File: config.mk
export PLATFORM = sky130hd
export DESIGN_NAME = vga_timing_gen_flat
export DESIGN_NICKNAME = d
export VERILOG_FILES = /design/src/rtl/vga_timing_gen_if.sv /design/src/rtl/vga_timing_gen.sv /design/src/flat_wrapper.sv
export SDC_FILE = /design/constraint.sdc
export NUM_CORES = 1
export LEC_CHECK = 0
export ABC_CLOCK_PERIOD_IN_PS = 2300
export BUFFER_PORTS_ARGS = -buffer_cell sky130_fd_sc_hd__buf_4
export CAP_MARGIN = 25
export CORE_MARGIN = 2
export CORE_UTILIZATION = 45
export CTS_BUF_LIST = sky130_fd_sc_hd__clkbuf_16
export CTS_CLUSTER_DIAMETER = 120
export DETAILED_ROUTE_END_ITERATION = 10
export HOLD_SLACK_MARGIN = 0.02
export PLACE_DENSITY_LB_ADDON = 0.1
export SETUP_SLACK_MARGIN = 0.05
export SLEW_MARGIN = 30
export SYNTH_ARGS = -nofsm -noshare
export SYNTH_HDL_FRONTEND = slang
export SYNTH_SLANG_ARGS = --single-unit
File: constraint.sdc
create_clock -name dclk -period 2.3 [get_ports dclk]
set_clock_uncertainty 0.1 [all_clocks]
set_input_delay 0.115 -clock dclk [delete_from_list [all_inputs] [get_ports dclk]]
set_output_delay 0.115 -clock dclk [all_outputs]
set_load 0.02 [all_outputs]
File: src/rtl/vga_timing_gen_if.sv
// Pixel-side bundle of the raster generator: enable/pattern controls in, request/coordinates and video out.
// master is the generator side; slave is the frame source / DAC side.
interface vga_timing_gen_if #(
  parameter int CW = 3,
  parameter int XW = 10,
  parameter int YW = 10
);
  logic            en;
  logic [1:0]      mode;
  logic [3*CW-1:0] solid_rgb;
  logic [3*CW-1:0] ext_rgb;
  logic            pix_req;
  logic [XW-1:0]   pix_x;
  logic [YW-1:0]   pix_y;
  logic            hsync;
  logic            vsync;
  logic            de;
  logic [CW-1:0]   red;
  logic [CW-1:0]   green;
  logic [CW-1:0]   blue;
  logic            frame_start;
  logic            line_start;

  modport master (
    input  en, mode, solid_rgb, ext_rgb,
    output pix_req, pix_x, pix_y, hsync, vsync, de, red, green, blue, frame_start, line_start
  );

  modport slave (
    output en, mode, solid_rgb, ext_rgb,
    input  pix_req, pix_x, pix_y, hsync, vsync, de, red, green, blue, frame_start, line_start
  );
endinterface

File: src/rtl/vga_timing_gen.sv
// Parametrised raster timing generator with pattern source; video outputs lag pix_req/pix_x/pix_y by one enabled cycle.
// en=0 stalls counters and freezes every registered output; there is no other backpressure.
module vga_timing_gen #(
  parameter int H_ACTIVE = 640,
  parameter int H_FP     = 16,
  parameter int H_SYNC   = 96,
  parameter int H_BP     = 48,
  parameter int V_ACTIVE = 480,
  parameter int V_FP     = 10,
  parameter int V_SYNC   = 2,
  parameter int V_BP     = 29,
  parameter bit HS_POL   = 1'b0,
  parameter bit VS_POL   = 1'b0,
  parameter int CW       = 3
) (
  input  logic             dclk,
  input  logic             clr,
  vga_timing_gen_if.master vif
);
  localparam int H_TOTAL = H_ACTIVE + H_FP + H_SYNC + H_BP;
  localparam int V_TOTAL = V_ACTIVE + V_FP + V_SYNC + V_BP;
  localparam int XW      = $clog2(H_TOTAL);
  localparam int YW      = $clog2(V_TOTAL);
  localparam int BAR_W   = H_ACTIVE / 8;
  localparam int HS_BEG  = H_ACTIVE + H_FP;
  localparam int HS_END  = HS_BEG + H_SYNC;
  localparam int VS_BEG  = V_ACTIVE + V_FP;
  localparam int VS_END  = VS_BEG + V_SYNC;

  logic [XW-1:0] hc;
  logic [YW-1:0] vc;
  logic [XW-1:0] bar_px;
  logic [2:0]    bar_idx;
  logic [1:0]    mode_q;
  logic [1:0]    mode_eff;

  logic h_act, v_act, active, origin, h_last, v_last, hs_win, vs_win;
  logic chk_h, chk_v;
  logic [CW-1:0] pr, pg, pb;

  logic          hsync_q, vsync_q, de_q, fs_q, ls_q;
  logic [CW-1:0] red_q, green_q, blue_q;

  assign h_act  = int'(hc) < H_ACTIVE;
  assign v_act  = int'(vc) < V_ACTIVE;
  assign active = h_act & v_act;
  assign origin = (hc == '0) && (vc == '0);
  assign h_last = int'(hc) == H_TOTAL - 1;
  assign v_last = int'(vc) == V_TOTAL - 1;
  assign hs_win = (int'(hc) >= HS_BEG) && (int'(hc) < HS_END);
  assign vs_win = (int'(vc) >= VS_BEG) && (int'(vc) < VS_END);

  // A new mode applies from the very pixel it is sampled on.
  assign mode_eff = origin ? vif.mode : mode_q;

  if (XW > 5) begin : g_chk_h
    assign chk_h = hc[5];
  end else begin : g_nchk_h
    assign chk_h = 1'b0;
  end

  if (YW > 5) begin : g_chk_v
    assign chk_v = vc[5];
  end else begin : g_nchk_v
    assign chk_v = 1'b0;
  end

  always_comb begin
    pr = '0;
    pg = '0;
    pb = '0;
    case (mode_eff)
      2'd0: begin
        // Bar order white..black maps to RGB = ~{idx[1], idx[2], idx[0]}.
        pr = {CW{~bar_idx[1]}};
        pg = {CW{~bar_idx[2]}};
        pb = {CW{~bar_idx[0]}};
      end
      2'd1:    {pr, pg, pb} = {(3*CW){~(chk_h ^ chk_v)}};
      2'd2:    {pr, pg, pb} = vif.solid_rgb;
      default: {pr, pg, pb} = vif.ext_rgb;
    endcase
  end

  always_ff @(posedge dclk or posedge clr) begin
    if (clr) begin
      hc      <= '0;
      vc      <= '0;
      bar_px  <= '0;
      bar_idx <= '0;
      mode_q  <= '0;
      hsync_q <= ~HS_POL;
      vsync_q <= ~VS_POL;
      de_q    <= 1'b0;
      red_q   <= '0;
      green_q <= '0;
      blue_q  <= '0;
      fs_q    <= 1'b0;
      ls_q    <= 1'b0;
    end else if (vif.en) begin
      hsync_q <= hs_win ? HS_POL : ~HS_POL;
      vsync_q <= vs_win ? VS_POL : ~VS_POL;
      de_q    <= active;
      {red_q, green_q, blue_q} <= active ? {pr, pg, pb} : '0;
      fs_q    <= origin;
      ls_q    <= (hc == '0) && v_act;
      if (origin) begin
        mode_q <= vif.mode;
      end
      if (h_last) begin
        hc      <= '0;
        bar_px  <= '0;
        bar_idx <= '0;
        vc      <= v_last ? '0 : vc + YW'(1);
      end else begin
        hc <= hc + XW'(1);
        // Last bar absorbs any remainder pixels and the blanking interval.
        if ((int'(bar_px) == BAR_W - 1) && (bar_idx != 3'd7)) begin
          bar_px  <= '0;
          bar_idx <= bar_idx + 3'd1;
        end else begin
          bar_px <= bar_px + XW'(1);
        end
      end
    end
  end

  assign vif.pix_req     = vif.en & active;
  assign vif.pix_x       = hc;
  assign vif.pix_y       = vc;
  assign vif.hsync       = hsync_q;
  assign vif.vsync       = vsync_q;
  assign vif.de          = de_q;
  assign vif.red         = red_q;
  assign vif.green       = green_q;
  assign vif.blue        = blue_q;
  assign vif.frame_start = fs_q;
  assign vif.line_start  = ls_q;
endmodule

File: src/flat_wrapper.sv
// flat-port wrapper written by rule: the top's interface ports become plain ports
module vga_timing_gen_flat 
#(
  parameter int H_ACTIVE = 640,
  parameter int H_FP     = 16,
  parameter int H_SYNC   = 96,
  parameter int H_BP     = 48,
  parameter int V_ACTIVE = 480,
  parameter int V_FP     = 10,
  parameter int V_SYNC   = 2,
  parameter int V_BP     = 29,
  parameter bit HS_POL   = 1'b0,
  parameter bit VS_POL   = 1'b0,
  parameter int CW       = 3
)
  (dclk, clr, vif_en, vif_mode, vif_solid_rgb, vif_ext_rgb, vif_pix_req, vif_pix_x, vif_pix_y, vif_hsync, vif_vsync, vif_de, vif_red, vif_green, vif_blue, vif_frame_start, vif_line_start);
  vga_timing_gen_if #(.CW(CW), .XW(10), .YW(10)) vif_i ();
  input  logic dclk;
  input  logic clr;
  input wire logic [$bits(vif_i.en)-1:0] vif_en;
  input wire logic [$bits(vif_i.mode)-1:0] vif_mode;
  input wire logic [$bits(vif_i.solid_rgb)-1:0] vif_solid_rgb;
  input wire logic [$bits(vif_i.ext_rgb)-1:0] vif_ext_rgb;
  output wire logic [$bits(vif_i.pix_req)-1:0] vif_pix_req;
  output wire logic [$bits(vif_i.pix_x)-1:0] vif_pix_x;
  output wire logic [$bits(vif_i.pix_y)-1:0] vif_pix_y;
  output wire logic [$bits(vif_i.hsync)-1:0] vif_hsync;
  output wire logic [$bits(vif_i.vsync)-1:0] vif_vsync;
  output wire logic [$bits(vif_i.de)-1:0] vif_de;
  output wire logic [$bits(vif_i.red)-1:0] vif_red;
  output wire logic [$bits(vif_i.green)-1:0] vif_green;
  output wire logic [$bits(vif_i.blue)-1:0] vif_blue;
  output wire logic [$bits(vif_i.frame_start)-1:0] vif_frame_start;
  output wire logic [$bits(vif_i.line_start)-1:0] vif_line_start;
  assign vif_i.en = vif_en;
  assign vif_i.mode = vif_mode;
  assign vif_i.solid_rgb = vif_solid_rgb;
  assign vif_i.ext_rgb = vif_ext_rgb;
  assign vif_pix_req = vif_i.pix_req;
  assign vif_pix_x = vif_i.pix_x;
  assign vif_pix_y = vif_i.pix_y;
  assign vif_hsync = vif_i.hsync;
  assign vif_vsync = vif_i.vsync;
  assign vif_de = vif_i.de;
  assign vif_red = vif_i.red;
  assign vif_green = vif_i.green;
  assign vif_blue = vif_i.blue;
  assign vif_frame_start = vif_i.frame_start;
  assign vif_line_start = vif_i.line_start;
  vga_timing_gen #(.H_ACTIVE(H_ACTIVE), .H_FP(H_FP), .H_SYNC(H_SYNC), .H_BP(H_BP), .V_ACTIVE(V_ACTIVE), .V_FP(V_FP), .V_SYNC(V_SYNC), .V_BP(V_BP), .HS_POL(HS_POL), .VS_POL(VS_POL), .CW(CW)) u_core (.dclk(dclk), .clr(clr), .vif(vif_i));
endmodule
== Word level (Yosys, flattened, before mapping) ==
Index checks and enable logic that the tools add are counted.
W data, S select, Z words.
Word-level totals
  flip-flop bits (word level): 49
  input port bits: 23
Cells by class
  $add $sub $neg: 4
  reduce and logical (&&, ||, !) cells: 11
  bitwise logic cells: 7
  eq/ne operators: 6
  muxes and demuxes: 13
  magnitude comparators: 6
Operators by type and width (count)
  $mux W10: 4
  $add A10 B1 Y10 const B: 3
  $pmux W3 S3: 3
  $logic_not A10 Y1: 2
  $lt A10 B10 Y1 const B: 2
  $lt A10 B9 Y1 const B: 2
  $eq A10 B10 Y1 const B: 1
  $eq A10 B8 Y1 const B: 1
  $eq A10 B9 Y1 const B: 1
  $ge A10 B10 Y1 const B: 1
  $ge A10 B9 Y1 const B: 1
  $mux W9: 1
  $mux W3: 2
  $logic_and A1 B1 Y1: 5
  $not A1 Y1: 4
  $reduce_and A2 Y1: 2
  $add A3 B1 Y3 const B: 1
  $ne A3 B3 Y1 const B: 1
  $and A1 B1 Y1: 2
  $eq A2 B1 Y1 const B: 1
  $eq A2 B2 Y1 const B: 1
  $logic_not A2 Y1: 1
  $mux W1: 2
  $mux W2: 1
  other kinds (2): 2

== Logic depth before layout (Yosys ltp) ==
Gate-level depths: netlist of the first run.
  depth after elaboration: 6
  mapped depth: 8
  depth with buffers taken out: 8

== Worst setup path after synthesis of the first run ==
Ideal clock, no wire load.
  path type: reg2reg
  start point: register u_core.hc[5] (netlist: u_core.vif.pix_x[5])
  end point: register u_core.red_q[1] (netlist: u_core.vif.red[1])
  data arrival time: 2110 ps
  period minus slack after synthesis: 2347 ps
  setup slack: -47 ps
  data required time: 2063 ps
  library setup time: 137 ps
  path buffers: 0
  cell stages (with the launch flop): 7
  cells stage by stage: dfrtp_1 > or3_4 > nand4bb_4 > nor2_8 > mux2_4 > o32ai_2 > a2bb2oi_1
On the way
  word-level cells in the longest chain between the ends: 6
  elaborated cells between the ends (all ways): 12
  classes of those cells: order compare: 1; eq/ne: 2; mux: 3; bitwise: 3; reduce/logical: 3
RTL lines
  start: declaration: RTL line vga_timing_gen.sv:30  | logic [XW-1:0] hc;
  start signal: assignment: RTL line vga_timing_gen.sv:116  | hc <= hc + XW'(1);
  $logic_not A10 Y1: RTL line vga_timing_gen.sv:47  | assign origin = (hc == '0) && (vc == '0);
  $logic_and A1 B1 Y1: RTL line vga_timing_gen.sv:47
  $mux W2: RTL line vga_timing_gen.sv:54  | assign mode_eff = origin ? vif.mode : mode_q;
  $eq A2 B2 Y1, or another cell as far along: RTL line vga_timing_gen.sv:72  | case (mode_eff)
  $pmux W3 S3: RTL line vga_timing_gen.sv:72
  $mux W9 *: RTL line vga_timing_gen.sv:104  | {red_q, green_q, blue_q} <= active ? {pr, pg, pb} : '0;
  end signal: assignment: RTL line vga_timing_gen.sv:104
  end: declaration: RTL line vga_timing_gen.sv:42  | logic [CW-1:0] red_q, green_q, blue_q;
Every way passes the cells marked *; elsewhere a longest branch is shown, timed or not.
A chain may end at the register's enable or synchronous reset.

== Worst setup path in the final report of the first run ==
  start point: register u_core.hc[6] (netlist: u_core.vif.pix_x[6])
  end point: register u_core.green_q[1] (netlist: u_core.vif.green[1])
On the way
  word-level cells in the longest chain between the ends: 6
  elaborated cells between the ends (all ways): 10
  classes of those cells: order compare: 1; eq/ne: 2; mux: 3; bitwise: 1; reduce/logical: 3
RTL lines (RTL line)
  $logic_not A10 Y1: vga_timing_gen.sv:47
  $logic_and A1 B1 Y1: vga_timing_gen.sv:47
  $mux W2: vga_timing_gen.sv:54
  $eq A2 B2 Y1, or another cell as far along: vga_timing_gen.sv:72
  $pmux W3 S3: vga_timing_gen.sv:72
  $mux W9 *: vga_timing_gen.sv:104
  end signal: assignment: vga_timing_gen.sv:104
  end: declaration: vga_timing_gen.sv:42
Marked as above.

==> results of run 1 <==
## per-layer routing
metal / vias to the layer above / share of wire
met5: - / 0
met4: 0 / 0.0058
met3: 2 / 0.040
met2: 48 / 0.49
met1: 1198 / 0.46
li1: 1217 / -
## final timing paths
check / startpoint / to / slack, ps / cells after the start
min: vif_solid_rgb[5] / u_core.vif.green[2] / 20 / 3
max in group asynchronous: clr / u_core.vif.vsync / 1210 / 4
max reg2reg: u_core.vif.pix_x[6] / u_core.vif.green[1] / 80 / 6
min reg2reg: u_core.vif.de / u_core.vif.de / 390 / 1
min in group asynchronous: clr / u_core.vif.pix_x[4] / 250 / 3
max: u_core.vif.pix_x[6] / u_core.vif.green[1] / 80 / 6
## state kept, by name (all words and copies together) (netlist names)
name and flops:
u_core.bar_px 10, u_core.vif.pix_x 10, u_core.vif.pix_y 10, u_core.bar_idx 3
u_core.vif.blue 3, u_core.vif.green 3, u_core.vif.red 3, u_core.mode_q 2
u_core.vif.de 1, u_core.vif.frame_start 1, u_core.vif.hsync 1, u_core.vif.line_start 1
u_core.vif.vsync 1
## cell families (layout without fill, tap and decap cells)
family,Yosys count,after routing,synth area share
XOR/XNOR,12,12,0.03779
AO/OA/AOI/OAI,81,81,0.1961
AND/OR/NAND/NOR,107,107,0.2254
adder cells (fa/ha/maj),7,7,0.03149
multiplexers,6,6,0.02654
buffers and inverters,21,113,0.04093
flip-flops,49,49,0.4417
## tightest hold or removal path, cell delays in order
cell	delay (ps)
sky130_fd_sc_hd__buf_4	80
sky130_fd_sc_hd__a21oi_1	40
sky130_fd_sc_hd__a2bb2oi_1	130
## through the flow
stage / power (W) / hold slack [ps]
after floorplan: 0.001485 / 165.4
after global placement: 0.001709 / 4.731
after detailed placement: 0.001721 / 5.715
after CTS: 0.002440 / 22.35
after global routing: 0.002557 / 36.61
final: 0.002433 / 22.80
## area by class of cell
cell class | instances | share of cell area
clock inverters | 3 | 0.003047
well taps | 75 | 0.02539
repair buffers | 93 | 0.1943
flip-flops and latches | 49 | 0.3334
clock buffers | 5 | 0.03385
inverters | 12 | 0.01219
multi-input cells | 213 | 0.3978
## power by group through the flow
stage | combinational (W) | clock [W] | sequential, W
floorplan | 0.000328 | 0 | 0.00116
global placement | 0.000623 | 0 | 0.00109
detailed placement | 0.000632 | 0 | 0.00109
CTS | 0.000644 | 0.000721 | 0.00108
global route | 0.000711 | 0.000755 | 0.00109
finish | 0.000652 | 0.000708 | 0.00107
## cells in the final DEF, fill, tap and decap left out, drive strengths merged, types with 7 or more instances in the layout
cell / synthesis / layout
dfrtp: 47 / 47
o21ai: 27 / 27
nor2: 15 / 15
xnor2: 9 / 9
a2bb2oi: 7 / 7
nor3: 10 / 10
nand4: 7 / 7
nand3: 9 / 9
nand2: 31 / 31
dlygate4sd3: 0 / 8
a21oi: 14 / 14
inv: 12 / 15
and3: 10 / 10
ha: 7 / 7
buf: 3 / 85
## timing repair
action	4_1_cts	5_1_grt
setup buffers	2	3
endpoints found under the hold margin	18	0
hold buffers	8	0
gates resized for setup	1	2
pin swaps	2	2
setup endpoints to repair	6	8
==> run_summary.xml, run 1 <==
<?xml version="1.0" encoding="UTF-8"?>
<metrics>
  <group name="logic_synthesis">
    <metric name="synthesis.instances" unit="">283</metric>
    <metric name="edff_count_synth" unit="">0</metric>
    <metric name="yosys.area.top_type" unit="">sky130_fd_sc_hd__dfrtp_1</metric>
    <metric name="yosysSeqAreaShare" unit="">0.4417</metric>
    <metric name="netlist.area_leader.share" unit="">0.4229</metric>
    <metric name="ys_top_cells_by_area" unit="">sky130_fd_sc_hd__dfrtp_1 (42%), sky130_fd_sc_hd__o21ai_0 (4.7%), sky130_fd_sc_hd__nand2_1 (4.2%)</metric>
    <metric name="synthesis.nets" unit="">313</metric>
    <metric name="netlist_area" unit="um^2">2781</metric>
    <metric name="synth.cells.most_frequent" unit="">sky130_fd_sc_hd__dfrtp_1 (47), sky130_fd_sc_hd__nand2_1 (31), sky130_fd_sc_hd__o21ai_0 (26)</metric>
    <metric name="cell_variety_after_synth" unit="">54</metric>
    <metric name="post_synth.cell_area_avg" unit="um^2">9.828</metric>
    <metric name="synth-seq-cells" unit="">49</metric>
    <metric name="ys_warn_count" unit="">0</metric>
    <metric name="synth-async-reset-ratio" unit="">1.000</metric>
    <metric name="yosysMostFrequentCell" unit="">sky130_fd_sc_hd__dfrtp_1</metric>
    <metric name="yosys_most_used_dff" unit="">sky130_fd_sc_hd__dfrtp_1</metric>
  </group>
  <group name="placement">
    <metric name="detailedPlace.worstSlack" unit="ps">-5.069</metric>
    <metric name="place_congestion" unit="">0.8643</metric>
    <metric name="place_inst" unit="">429</metric>
    <metric name="place_area" unit="um^2">3433</metric>
    <metric name="port-buffer-count" unit="">57</metric>
    <metric name="detailed_place_hpwl" unit="um">5027</metric>
  </group>
  <group name="power_and_ir_drop">
    <metric name="power.share.combinational" unit="">0.268</metric>
    <metric name="power.switching_fraction" unit="">0.3122</metric>
    <metric name="switchingPower" unit="W">0.0007597</metric>
    <metric name="powerDensity" unit="nW/um^2">658.4</metric>
    <metric name="seq_power_share" unit="">0.441</metric>
    <metric name="reported_leakage_power" unit="nW">1.729</metric>
    <metric name="irDropWorstVdd" unit="V">0.0005063</metric>
    <metric name="clkPwrFrac" unit="">0.291</metric>
    <metric name="internal_power_component" unit="W">0.001674</metric>
  </group>
  <group name="final_layout">
    <metric name="layout-drive-gt1-share" unit="">0.3173</metric>
    <metric name="post_layout_nonfiller_instances" unit="">450</metric>
    <metric name="finish.net_count" unit="">404</metric>
    <metric name="layout.filler_cells" unit="">517</metric>
    <metric name="register_area" unit="um^2">1232</metric>
    <metric name="multi_input_area" unit="um^2">1470</metric>
    <metric name="design_area" unit="um^2">3696</metric>
    <metric name="finalCoreUtilization" unit="">0.6206</metric>
    <metric name="syn2layout_area_growth" unit="%">32.88</metric>
    <metric name="number_of_antenna_repair_diodes" unit="">0</metric>
  </group>
  <group name="routing">
    <metric name="detailedRoute.firstPassIterationCount" unit="">4</metric>
    <metric name="drt.antenna.violating_nets" unit="">0</metric>
    <metric name="vias_per_cell" unit="">5.478</metric>
    <metric name="drt-initial-drc-count" unit="">157</metric>
    <metric name="dr_total_vias" unit="">2465</metric>
    <metric name="routed_wire_length_per_instance" unit="um">15.60</metric>
    <metric name="number_of_remaining_drc_errors" unit="">0</metric>
    <metric name="drt_wl_total" unit="um">7021</metric>
  </group>
  <group name="setup_path">
    <metric name="cp-start-kind" unit="">flop</metric>
    <metric name="worstPathRequired" unit="ps">2360</metric>
    <metric name="path_buf_inv" unit="">0</metric>
    <metric name="crit_path_max_fanout" unit="">5</metric>
    <metric name="timing.critical_path.arrival" unit="ps">2280</metric>
    <metric name="crit_path_end_kind" unit="">flop</metric>
    <metric name="critical-path-slowest-cell" unit="">sky130_fd_sc_hd__or3_4</metric>
    <metric name="cpPeakStageDelay" unit="ps">420</metric>
    <metric name="path_delay_family" unit="">simple AND/OR/NAND/NOR gates</metric>
    <metric name="cp_cell_sequence" unit="">or3_4, nand4bb_4, nor2_8, mux2_4, o32ai_4, a2bb2oi_1</metric>
    <metric name="criticalPathCategory" unit="">flop to flop</metric>
  </group>
  <group name="hold_path">
    <metric name="holdCritPathClass" unit="">input pin to flop</metric>
  </group>
  <group name="sta">
    <metric name="final.period_utilization" unit="">0.9666</metric>
    <metric name="setup_violations" unit="">0</metric>
    <metric name="worst_max_slew_pin_slew" unit="ps">432.5</metric>
    <metric name="timing.setup.tns" unit="ps">0</metric>
    <metric name="maxSlewHeadroom" unit="">0.7117</metric>
    <metric name="grt_setup_unrepaired" unit="">yes</metric>
    <metric name="fin_crit" unit="ps">2223</metric>
    <metric name="timing.final.ws_setup" unit="ps">76.77</metric>
    <metric name="fmax" unit="MHz">449.8</metric>
    <metric name="timing.final.hold_violations" unit="">0</metric>
    <metric name="timing.final.max_slew_violations" unit="">0</metric>
  </group>
  <group name="global_routing">
    <metric name="number_of_global_route_vias_before_repair" unit="">2303</metric>
    <metric name="groute.layer.met3.usage" unit="">0.03913</metric>
    <metric name="grtUsageMet1" unit="">0.2827</metric>
    <metric name="antenna_found_initial" unit="">0</metric>
    <metric name="largest_net_degree_at_the_start_of_global_routing" unit="">39</metric>
    <metric name="grt_first_pass_wirelength" unit="um">11000</metric>
    <metric name="global_route.usage.total" unit="">0.2129</metric>
    <metric name="gr-usage-met2" unit="">0.3573</metric>
    <metric name="grt.busiest_layer" unit="">met2</metric>
    <metric name="grt_overflow_total" unit="">0</metric>
  </group>
  <group name="die">
    <metric name="placeableCoreArea" unit="um^2">5956</metric>
    <metric name="die_w" unit="um">82.62</metric>
    <metric name="die_area" unit="um^2">6826</metric>
    <metric name="io-pin-count" unit="">58</metric>
    <metric name="initial_core_util" unit="">0.4670</metric>
    <metric name="row_count" unit="">28</metric>
    <metric name="die_y" unit="um">82.62</metric>
  </group>
  <group name="clock_network">
    <metric name="max_h_tree_level" unit="">2</metric>
    <metric name="clk_latency" unit="ps">290</metric>
    <metric name="cts-buffers-inserted" unit="">5</metric>
    <metric name="clock_tree.root_cell" unit="">sky130_fd_sc_hd__clkbuf_16</metric>
    <metric name="clkSlewWorstSetupHoldPaths" unit="ps">70</metric>
    <metric name="cts_tree" unit="">done</metric>
    <metric name="clock_sink_count" unit="">49</metric>
    <metric name="cts.path.max_buffers" unit="">2</metric>
  </group>
  <group name="flow_run">
    <metric name="maxCapViolations" unit="">0</metric>
  </group>
  <group name="outcome">
    <metric name="status" unit="">completed</metric>
  </group>
</metrics>
No activity file was read; power rests on OpenSTA's default activity.
==> run 2: changes to the inputs <==
Settings changed: ABC_CLOCK_PERIOD_IN_PS 2300 to 2350.
Clock period 2.3 ns to 2.35 ns, I/O delays scaled along.
==> run 2 against run 1 <==
Sequential share of layout area grew 0.10 points. Largest cell class unchanged. Count of clock-buffer cells in the layout is the same. First-iteration DRC count shrank 3.2%. Die area is the same. Core utilization shrank 0.32 points. Critical endpoint is now u_core.vif.red[1]. Maximum frequency shrank 2.1%.
==> run_summary.xml, run 2 (same netlist as run 1, synthesis figures left out) <==
<?xml version="1.0" encoding="UTF-8"?>
<metrics>
  <group name="sta">
    <metric name="final.period_utilization" unit="">0.9664</metric>
    <metric name="timing.setup.tns" unit="ps">0</metric>
    <metric name="timing.final.hold_violations" unit="">0</metric>
    <metric name="grt_setup_unrepaired" unit="">yes</metric>
    <metric name="fin_crit" unit="ps">2271</metric>
    <metric name="setup_violations" unit="">0</metric>
    <metric name="timing.final.max_slew_violations" unit="">0</metric>
    <metric name="timing.final.ws_setup" unit="ps">79.03</metric>
    <metric name="worst_max_slew_pin_slew" unit="ps">514.6</metric>
    <metric name="fmax" unit="MHz">440.3</metric>
    <metric name="maxSlewHeadroom" unit="">0.6538</metric>
  </group>
  <group name="setup_path">
    <metric name="crit-reg2reg-launch" unit="">u_core.vif.pix_x[7]</metric>
    <metric name="cp-start-kind" unit="">flop</metric>
    <metric name="timing.critical_path.arrival" unit="ps">2330</metric>
    <metric name="regToRegSetupSlack" unit="ps">80</metric>
    <metric name="crit_path_end_kind" unit="">flop</metric>
    <metric name="reg2reg_depth" unit="">6</metric>
    <metric name="criticalPathCategory" unit="">flop to flop</metric>
    <metric name="worstPathRequired" unit="ps">2410</metric>
    <metric name="reg2reg_to" unit="">u_core.vif.red[1]</metric>
    <metric name="crit_path_max_fanout" unit="">6</metric>
  </group>
  <group name="global_routing">
    <metric name="number_of_global_route_vias_before_repair" unit="">2351</metric>
    <metric name="global_route.usage.total" unit="">0.2100</metric>
    <metric name="antenna_found_initial" unit="">0</metric>
    <metric name="largest_net_degree_at_the_start_of_global_routing" unit="">40</metric>
    <metric name="grt_first_pass_wirelength" unit="um">10940</metric>
    <metric name="grt_overflow_total" unit="">0</metric>
  </group>
  <group name="routing">
    <metric name="drt_wl_total" unit="um">6826</metric>
    <metric name="drt-initial-drc-count" unit="">152</metric>
    <metric name="routed-wl-met3" unit="um">267</metric>
    <metric name="drt-met1-wl" unit="um">3252</metric>
    <metric name="vias_per_cell" unit="">5.553</metric>
    <metric name="dr_total_vias" unit="">2482</metric>
    <metric name="top_signal_layer_used" unit="">met4</metric>
    <metric name="drt.antenna.violating_nets" unit="">0</metric>
    <metric name="detailedRoute.firstPassIterationCount" unit="">4</metric>
    <metric name="routed_wire_length_per_instance" unit="um">15.27</metric>
    <metric name="routed-wl-met2" unit="um">3258</metric>
    <metric name="number_of_remaining_drc_errors" unit="">0</metric>
  </group>
  <group name="power_and_ir_drop">
    <metric name="power.share.combinational" unit="">0.271</metric>
    <metric name="clkPwrFrac" unit="">0.287</metric>
    <metric name="reported_leakage_power" unit="nW">1.717</metric>
    <metric name="seq_power_share" unit="">0.442</metric>
    <metric name="switchingPower" unit="W">0.0007399</metric>
    <metric name="irDropWorstVdd" unit="V">0.0003556</metric>
    <metric name="powerDensity" unit="nW/um^2">646.1</metric>
    <metric name="internal_power_component" unit="W">0.001636</metric>
    <metric name="power.switching_fraction" unit="">0.3114</metric>
  </group>
  <group name="clock_network">
    <metric name="clkSlewWorstSetupHoldPaths" unit="ps">60</metric>
    <metric name="clk_latency" unit="ps">280</metric>
    <metric name="cts_tree" unit="">done</metric>
    <metric name="cts-buffers-inserted" unit="">5</metric>
    <metric name="max_h_tree_level" unit="">2</metric>
    <metric name="clock_sink_count" unit="">49</metric>
    <metric name="clock_tree.root_cell" unit="">sky130_fd_sc_hd__clkbuf_16</metric>
    <metric name="cts.path.max_buffers" unit="">2</metric>
  </group>
  <group name="die">
    <metric name="placeableCoreArea" unit="um^2">5956</metric>
    <metric name="die_area" unit="um^2">6826</metric>
    <metric name="row_count" unit="">28</metric>
    <metric name="initial_core_util" unit="">0.4670</metric>
    <metric name="io-pin-count" unit="">58</metric>
    <metric name="die_w" unit="um">82.62</metric>
    <metric name="die_y" unit="um">82.62</metric>
  </group>
  <group name="hold_path">
    <metric name="worst_hold_path_endpoint" unit="">u_core.vif.blue[0]</metric>
    <metric name="holdCritPathClass" unit="">input pin to flop</metric>
    <metric name="hold_path_depth" unit="">3</metric>
    <metric name="hp-start" unit="">vif_solid_rgb[0]</metric>
  </group>
  <group name="flow_run">
    <metric name="maxCapViolations" unit="">0</metric>
  </group>
  <group name="placement">
    <metric name="detailedPlace.worstSlack" unit="ps">65.96</metric>
    <metric name="detailed_place_hpwl" unit="um">5013</metric>
    <metric name="place_inst" unit="">430</metric>
    <metric name="place_area" unit="um^2">3427</metric>
    <metric name="port-buffer-count" unit="">57</metric>
    <metric name="place_congestion" unit="">0.9065</metric>
  </group>
  <group name="final_layout">
    <metric name="most_used_cells_in_the_layout_excluding_fill_and_tap_cells" unit="">sky130_fd_sc_hd__buf_4 (84), sky130_fd_sc_hd__dfrtp_1 (46), sky130_fd_sc_hd__nand2_1 (31)</metric>
    <metric name="layout-drive-gt1-share" unit="">0.3145</metric>
    <metric name="finalCoreUtilization" unit="">0.6174</metric>
    <metric name="syn2layout_area_growth" unit="%">32.21</metric>
    <metric name="layout_commonest_cell" unit="">sky130_fd_sc_hd__buf_4</metric>
    <metric name="design_area" unit="um^2">3677</metric>
    <metric name="number_of_antenna_repair_diodes" unit="">0</metric>
    <metric name="post_layout_nonfiller_instances" unit="">447</metric>
    <metric name="finish.net_count" unit="">401</metric>
  </group>
  <group name="outcome">
    <metric name="status" unit="">completed</metric>
  </group>
</metrics>
[run 2: critical path, stage by stage (launching register included)]
cell	delay, ps
sky130_fd_sc_hd__dfrtp_1	380
sky130_fd_sc_hd__or3_4	410
sky130_fd_sc_hd__nand4bb_4	290
sky130_fd_sc_hd__nor2_8	190
sky130_fd_sc_hd__mux2_4	360
sky130_fd_sc_hd__o32ai_4	320
sky130_fd_sc_hd__a2bb2oi_1	100
[run 2: metrics by stage]
stage	hold slack, ps	power [W]
after floorplan	167.9	0.001454
after global placement	78.66	0.001681
after global routing	23.15	0.002505
after CTS	20.49	0.002390
final	23.71	0.002376
after detailed placement	83.25	0.001693
[run 2: worst max path at each step]
stage                                    from  cells past startpoint  slack [ps]                  end
after floorplan           u_core.vif.pix_x[5]                      6          70  u_core.vif.green[0]
after global placement    u_core.vif.pix_x[5]                      6         100  u_core.vif.green[2]
after detailed placement  u_core.vif.pix_x[5]                      6          70  u_core.vif.green[2]
after CTS                 u_core.vif.pix_x[5]                      6          70    u_core.vif.red[2]
after global routing      u_core.vif.pix_x[7]                      6           2    u_core.vif.red[1]
final                     u_core.vif.pix_x[7]                      6          80    u_core.vif.red[1]
[run 2: what timing repair did]
action / CTS / global route
gates resized for setup: 1 / 4
endpoints found under the setup margin: 2 / 6
pin swaps: 0 / 8
endpoints found under the hold margin: 22 / 0
hold buffers: 6 / 0
buffers inserted: 0 / 3
[run 2: final cells by class]
cell class / instances / area, um^2
clock buffer: 5 / 125.1
clock inverter: 3 / 11.26
fill: 513 / 2278
inverter: 12 / 45.04
multi-input combinational: 213 / 1481
sequential: 49 / 1230
tap: 75 / 93.84
timing repair buffer: 90 / 690.7
[run 2: layer usage]
metal	global-route usage	up-vias
met2	0.3500	67
li1	-	1217
met1	0.2880	1192
met4	0.04754	0
met5	0	-
met3	0.03370	6
[run 2: power by group through the flow]
stage / Clock (W) / Combinational (W) / Sequential (W)
global placement: 0 / 0.000620 / 0.00106
finish: 0.000682 / 0.000644 / 0.00105
floorplan: 0 / 0.000322 / 0.00113
global route: 0.000735 / 0.000704 / 0.00107
CTS: 0.000700 / 0.000639 / 0.00105
detailed placement: 0 / 0.000628 / 0.00107
==> run 3: changes to the inputs <==
Settings changed: CORE_UTILIZATION 45 to 28.
==> run 3 against run 2 <==
Die area grew 57%. Clock power grew 21%. Critical path depth is the same. Count of clock-buffer cells in the layout is the same. Critical endpoint unchanged. Via count shrank 1.8%. Largest cell class unchanged. Worst hold slack lost 0.55 ps. Cell area grew 4.2%. Global-route usage shrank 6.6 points. Maximum frequency grew 3.0%. Combinational power grew 4.0%. Flip-flop and latch count is the same. Total power grew 7.4%.
==> run_summary.xml, run 3 (same netlist as run 1, synthesis figures left out) <==
<?xml version="1.0" encoding="UTF-8"?>
<metrics>
  <group name="routing">
    <metric name="vias_per_cell" unit="">4.788</metric>
    <metric name="drt.antenna.violating_nets" unit="">0</metric>
    <metric name="detailedRoute.firstPassIterationCount" unit="">4</metric>
    <metric name="drt-initial-drc-count" unit="">78</metric>
    <metric name="number_of_remaining_drc_errors" unit="">0</metric>
    <metric name="dr_total_vias" unit="">2437</metric>
    <metric name="drt_wl_total" unit="um">7541</metric>
    <metric name="routed_wire_length_per_instance" unit="um">14.82</metric>
  </group>
  <group name="power_and_ir_drop">
    <metric name="seq_power_share" unit="">0.415</metric>
    <metric name="irDropWorstVdd" unit="V">0.0002805</metric>
    <metric name="power.share.combinational" unit="">0.263</metric>
    <metric name="reported_leakage_power" unit="nW">1.751</metric>
    <metric name="power.switching_fraction" unit="">0.3082</metric>
    <metric name="internal_power_component" unit="W">0.001765</metric>
    <metric name="powerDensity" unit="nW/um^2">666.1</metric>
    <metric name="clkPwrFrac" unit="">0.322</metric>
    <metric name="switchingPower" unit="W">0.0007862</metric>
  </group>
  <group name="global_routing">
    <metric name="grt_first_pass_wirelength" unit="um">12720</metric>
    <metric name="global_route.usage.total" unit="">0.1445</metric>
    <metric name="grt_overflow_total" unit="">0</metric>
    <metric name="number_of_global_route_vias_before_repair" unit="">2503</metric>
    <metric name="largest_net_degree_at_the_start_of_global_routing" unit="">40</metric>
    <metric name="antenna_found_initial" unit="">0</metric>
  </group>
  <group name="setup_path">
    <metric name="reg2reg_depth" unit="">6</metric>
    <metric name="crit_path_max_fanout" unit="">6</metric>
    <metric name="cp_num_cells" unit="">6</metric>
    <metric name="timing.critical_path.arrival" unit="ps">2270</metric>
    <metric name="path_buf_inv" unit="">0</metric>
    <metric name="worstPathRequired" unit="ps">2420</metric>
    <metric name="crit_path_end_kind" unit="">flop</metric>
    <metric name="path_delay_family" unit="">simple AND/OR/NAND/NOR gates</metric>
    <metric name="cpPeakStageDelay" unit="ps">400</metric>
    <metric name="cp_cell_sequence" unit="">or3_4, nand4bb_4, nor2_8, mux2_4, o32ai_4, a2bb2oi_1</metric>
    <metric name="critical-path-slowest-cell" unit="">sky130_fd_sc_hd__dfrtp_2</metric>
    <metric name="criticalPathCategory" unit="">flop to flop</metric>
    <metric name="cp-start-kind" unit="">flop</metric>
  </group>
  <group name="final_layout">
    <metric name="most_used_cells_in_the_layout_excluding_fill_and_tap_cells" unit="">sky130_fd_sc_hd__buf_4 (87), sky130_fd_sc_hd__dfrtp_1 (46), sky130_fd_sc_hd__nand2_1 (31)</metric>
    <metric name="number_of_antenna_repair_diodes" unit="">0</metric>
    <metric name="layout_commonest_cell" unit="">sky130_fd_sc_hd__buf_4</metric>
    <metric name="layout-drive-gt1-share" unit="">0.3298</metric>
    <metric name="finish.net_count" unit="">405</metric>
    <metric name="layout.filler_cells" unit="">1010</metric>
    <metric name="design_area" unit="um^2">3830</metric>
    <metric name="syn2layout_area_growth" unit="%">37.70</metric>
  </group>
  <group name="sta">
    <metric name="grt_setup_unrepaired" unit="">no</metric>
    <metric name="final.period_utilization" unit="">0.9382</metric>
    <metric name="worst_max_slew_pin_slew" unit="ps">624.8</metric>
    <metric name="fmax" unit="MHz">453.6</metric>
    <metric name="maxSlewHeadroom" unit="">0.5829</metric>
    <metric name="timing.final.hold_violations" unit="">0</metric>
    <metric name="setup_violations" unit="">0</metric>
    <metric name="timing.setup.tns" unit="ps">0</metric>
    <metric name="timing.final.max_slew_violations" unit="">0</metric>
    <metric name="fin_crit" unit="ps">2205</metric>
  </group>
  <group name="clock_network">
    <metric name="clock_sink_count" unit="">49</metric>
    <metric name="max_h_tree_level" unit="">2</metric>
    <metric name="clk_latency" unit="ps">290</metric>
    <metric name="cts-buffers-inserted" unit="">5</metric>
    <metric name="clkSlewWorstSetupHoldPaths" unit="ps">70</metric>
    <metric name="cts_tree" unit="">done</metric>
    <metric name="clock_tree.root_cell" unit="">sky130_fd_sc_hd__clkbuf_16</metric>
    <metric name="cts.path.max_buffers" unit="">2</metric>
  </group>
  <group name="outcome">
    <metric name="status" unit="">completed</metric>
  </group>
  <group name="die">
    <metric name="die_w" unit="um">103.7</metric>
    <metric name="initial_core_util" unit="">0.2859</metric>
    <metric name="row_count" unit="">36</metric>
    <metric name="die_area" unit="um^2">10750</metric>
    <metric name="die_y" unit="um">103.7</metric>
    <metric name="io-pin-count" unit="">58</metric>
    <metric name="placeableCoreArea" unit="um^2">9729</metric>
  </group>
  <group name="hold_path">
    <metric name="holdCritPathClass" unit="">input pin to flop</metric>
    <metric name="hold_path_depth" unit="">3</metric>
  </group>
  <group name="placement">
    <metric name="place_congestion" unit="">0.7857</metric>
    <metric name="port-buffer-count" unit="">57</metric>
    <metric name="place_area" unit="um^2">3542</metric>
    <metric name="detailed_place_hpwl" unit="um">5590</metric>
  </group>
  <group name="flow_run">
    <metric name="maxCapViolations" unit="">0</metric>
  </group>
</metrics>
[run 3: cell types whose count changed in the layout (fill, tap and decap cells not counted), sizes merged]
cell,delta
buf,+4
bufinv,+1
inv,-1
[run 3: what timing repair did]
| action | 4_1_cts | 5_1_grt |
|---|---|---|
| hold buffers | 6 | 0 |
| pin swaps | 0 | 3 |
| hold endpoints to repair | 28 | 0 |
| setup buffers | 0 | 3 |
| gates resized for setup | 1 | 7 |
| setup endpoints to repair | 1 | 8 |
[run 3: layer usage]
layer	global-route usage	part of all wire	vias to the layer above
met5	0	0	-
met4	0.03958	0.0095	0
met3	0.02391	0.031	7
met2	0.2323	0.47	38
met1	0.2015	0.49	1167
li1	-	-	1225
[run 3: final cells by class]
class | instances | area [um^2] | area share
multi-input cells | 213 | 1493 | 0.3897
clock buffers | 5 | 125.1 | 0.03267
flip-flops and latches | 49 | 1230 | 0.3211
repair buffers | 94 | 733.2 | 0.1914
inverters | 12 | 45.04 | 0.01176
clock inverters | 3 | 37.54 | 0.009801
well taps | 133 | 166.4 | 0.04345
[run 3: worst paths after layout]
kind                                startpoint                   to  slack, ps
setup / recovery           u_core.vif.pix_x[5]    u_core.vif.red[1]        150
hold / removal                  vif_ext_rgb[1]   u_core.vif.blue[1]         20
setup reg to reg           u_core.vif.pix_x[5]    u_core.vif.red[1]        150
hold reg to reg                  u_core.vif.de        u_core.vif.de        380
max in group asynchronous                  clr     u_core.bar_px[1]       1230
min in group asynchronous                  clr  u_core.vif.pix_y[8]        370
[run 3: worst min-delay path, delay by kind of cell]
kind | cells | cell delay (ps)
buffers and inverters | 1 | 80
AOI/OAI and AO/OA | 2 | 180
[run 3: power by group through the flow]
stage                     Sequential (W)  Combinational [W]  Clock, W
after floorplan                  0.00113           0.000322         0
after global placement           0.00107           0.000646         0
after detailed placement         0.00107           0.000655         0
after CTS                        0.00106           0.000663  0.000844
after global routing             0.00108           0.000738  0.000868
final                            0.00106           0.000670  0.000823
[run 3: metrics by stage]
step                hold WS [ps]  worst slack [ps]  utilization  cells  total power, W
CTS                        23.00             67.99       0.3876    506        0.002565
global route               40.35             52.43       0.3936    509        0.002684
detailed placement         150.0             59.63       0.3641    492        0.001728
floorplan                  167.9             67.36            -    283        0.001454
global placement           156.7             87.49       0.3641    492        0.001716
finish                     23.16             145.3       0.3936    509        0.002551
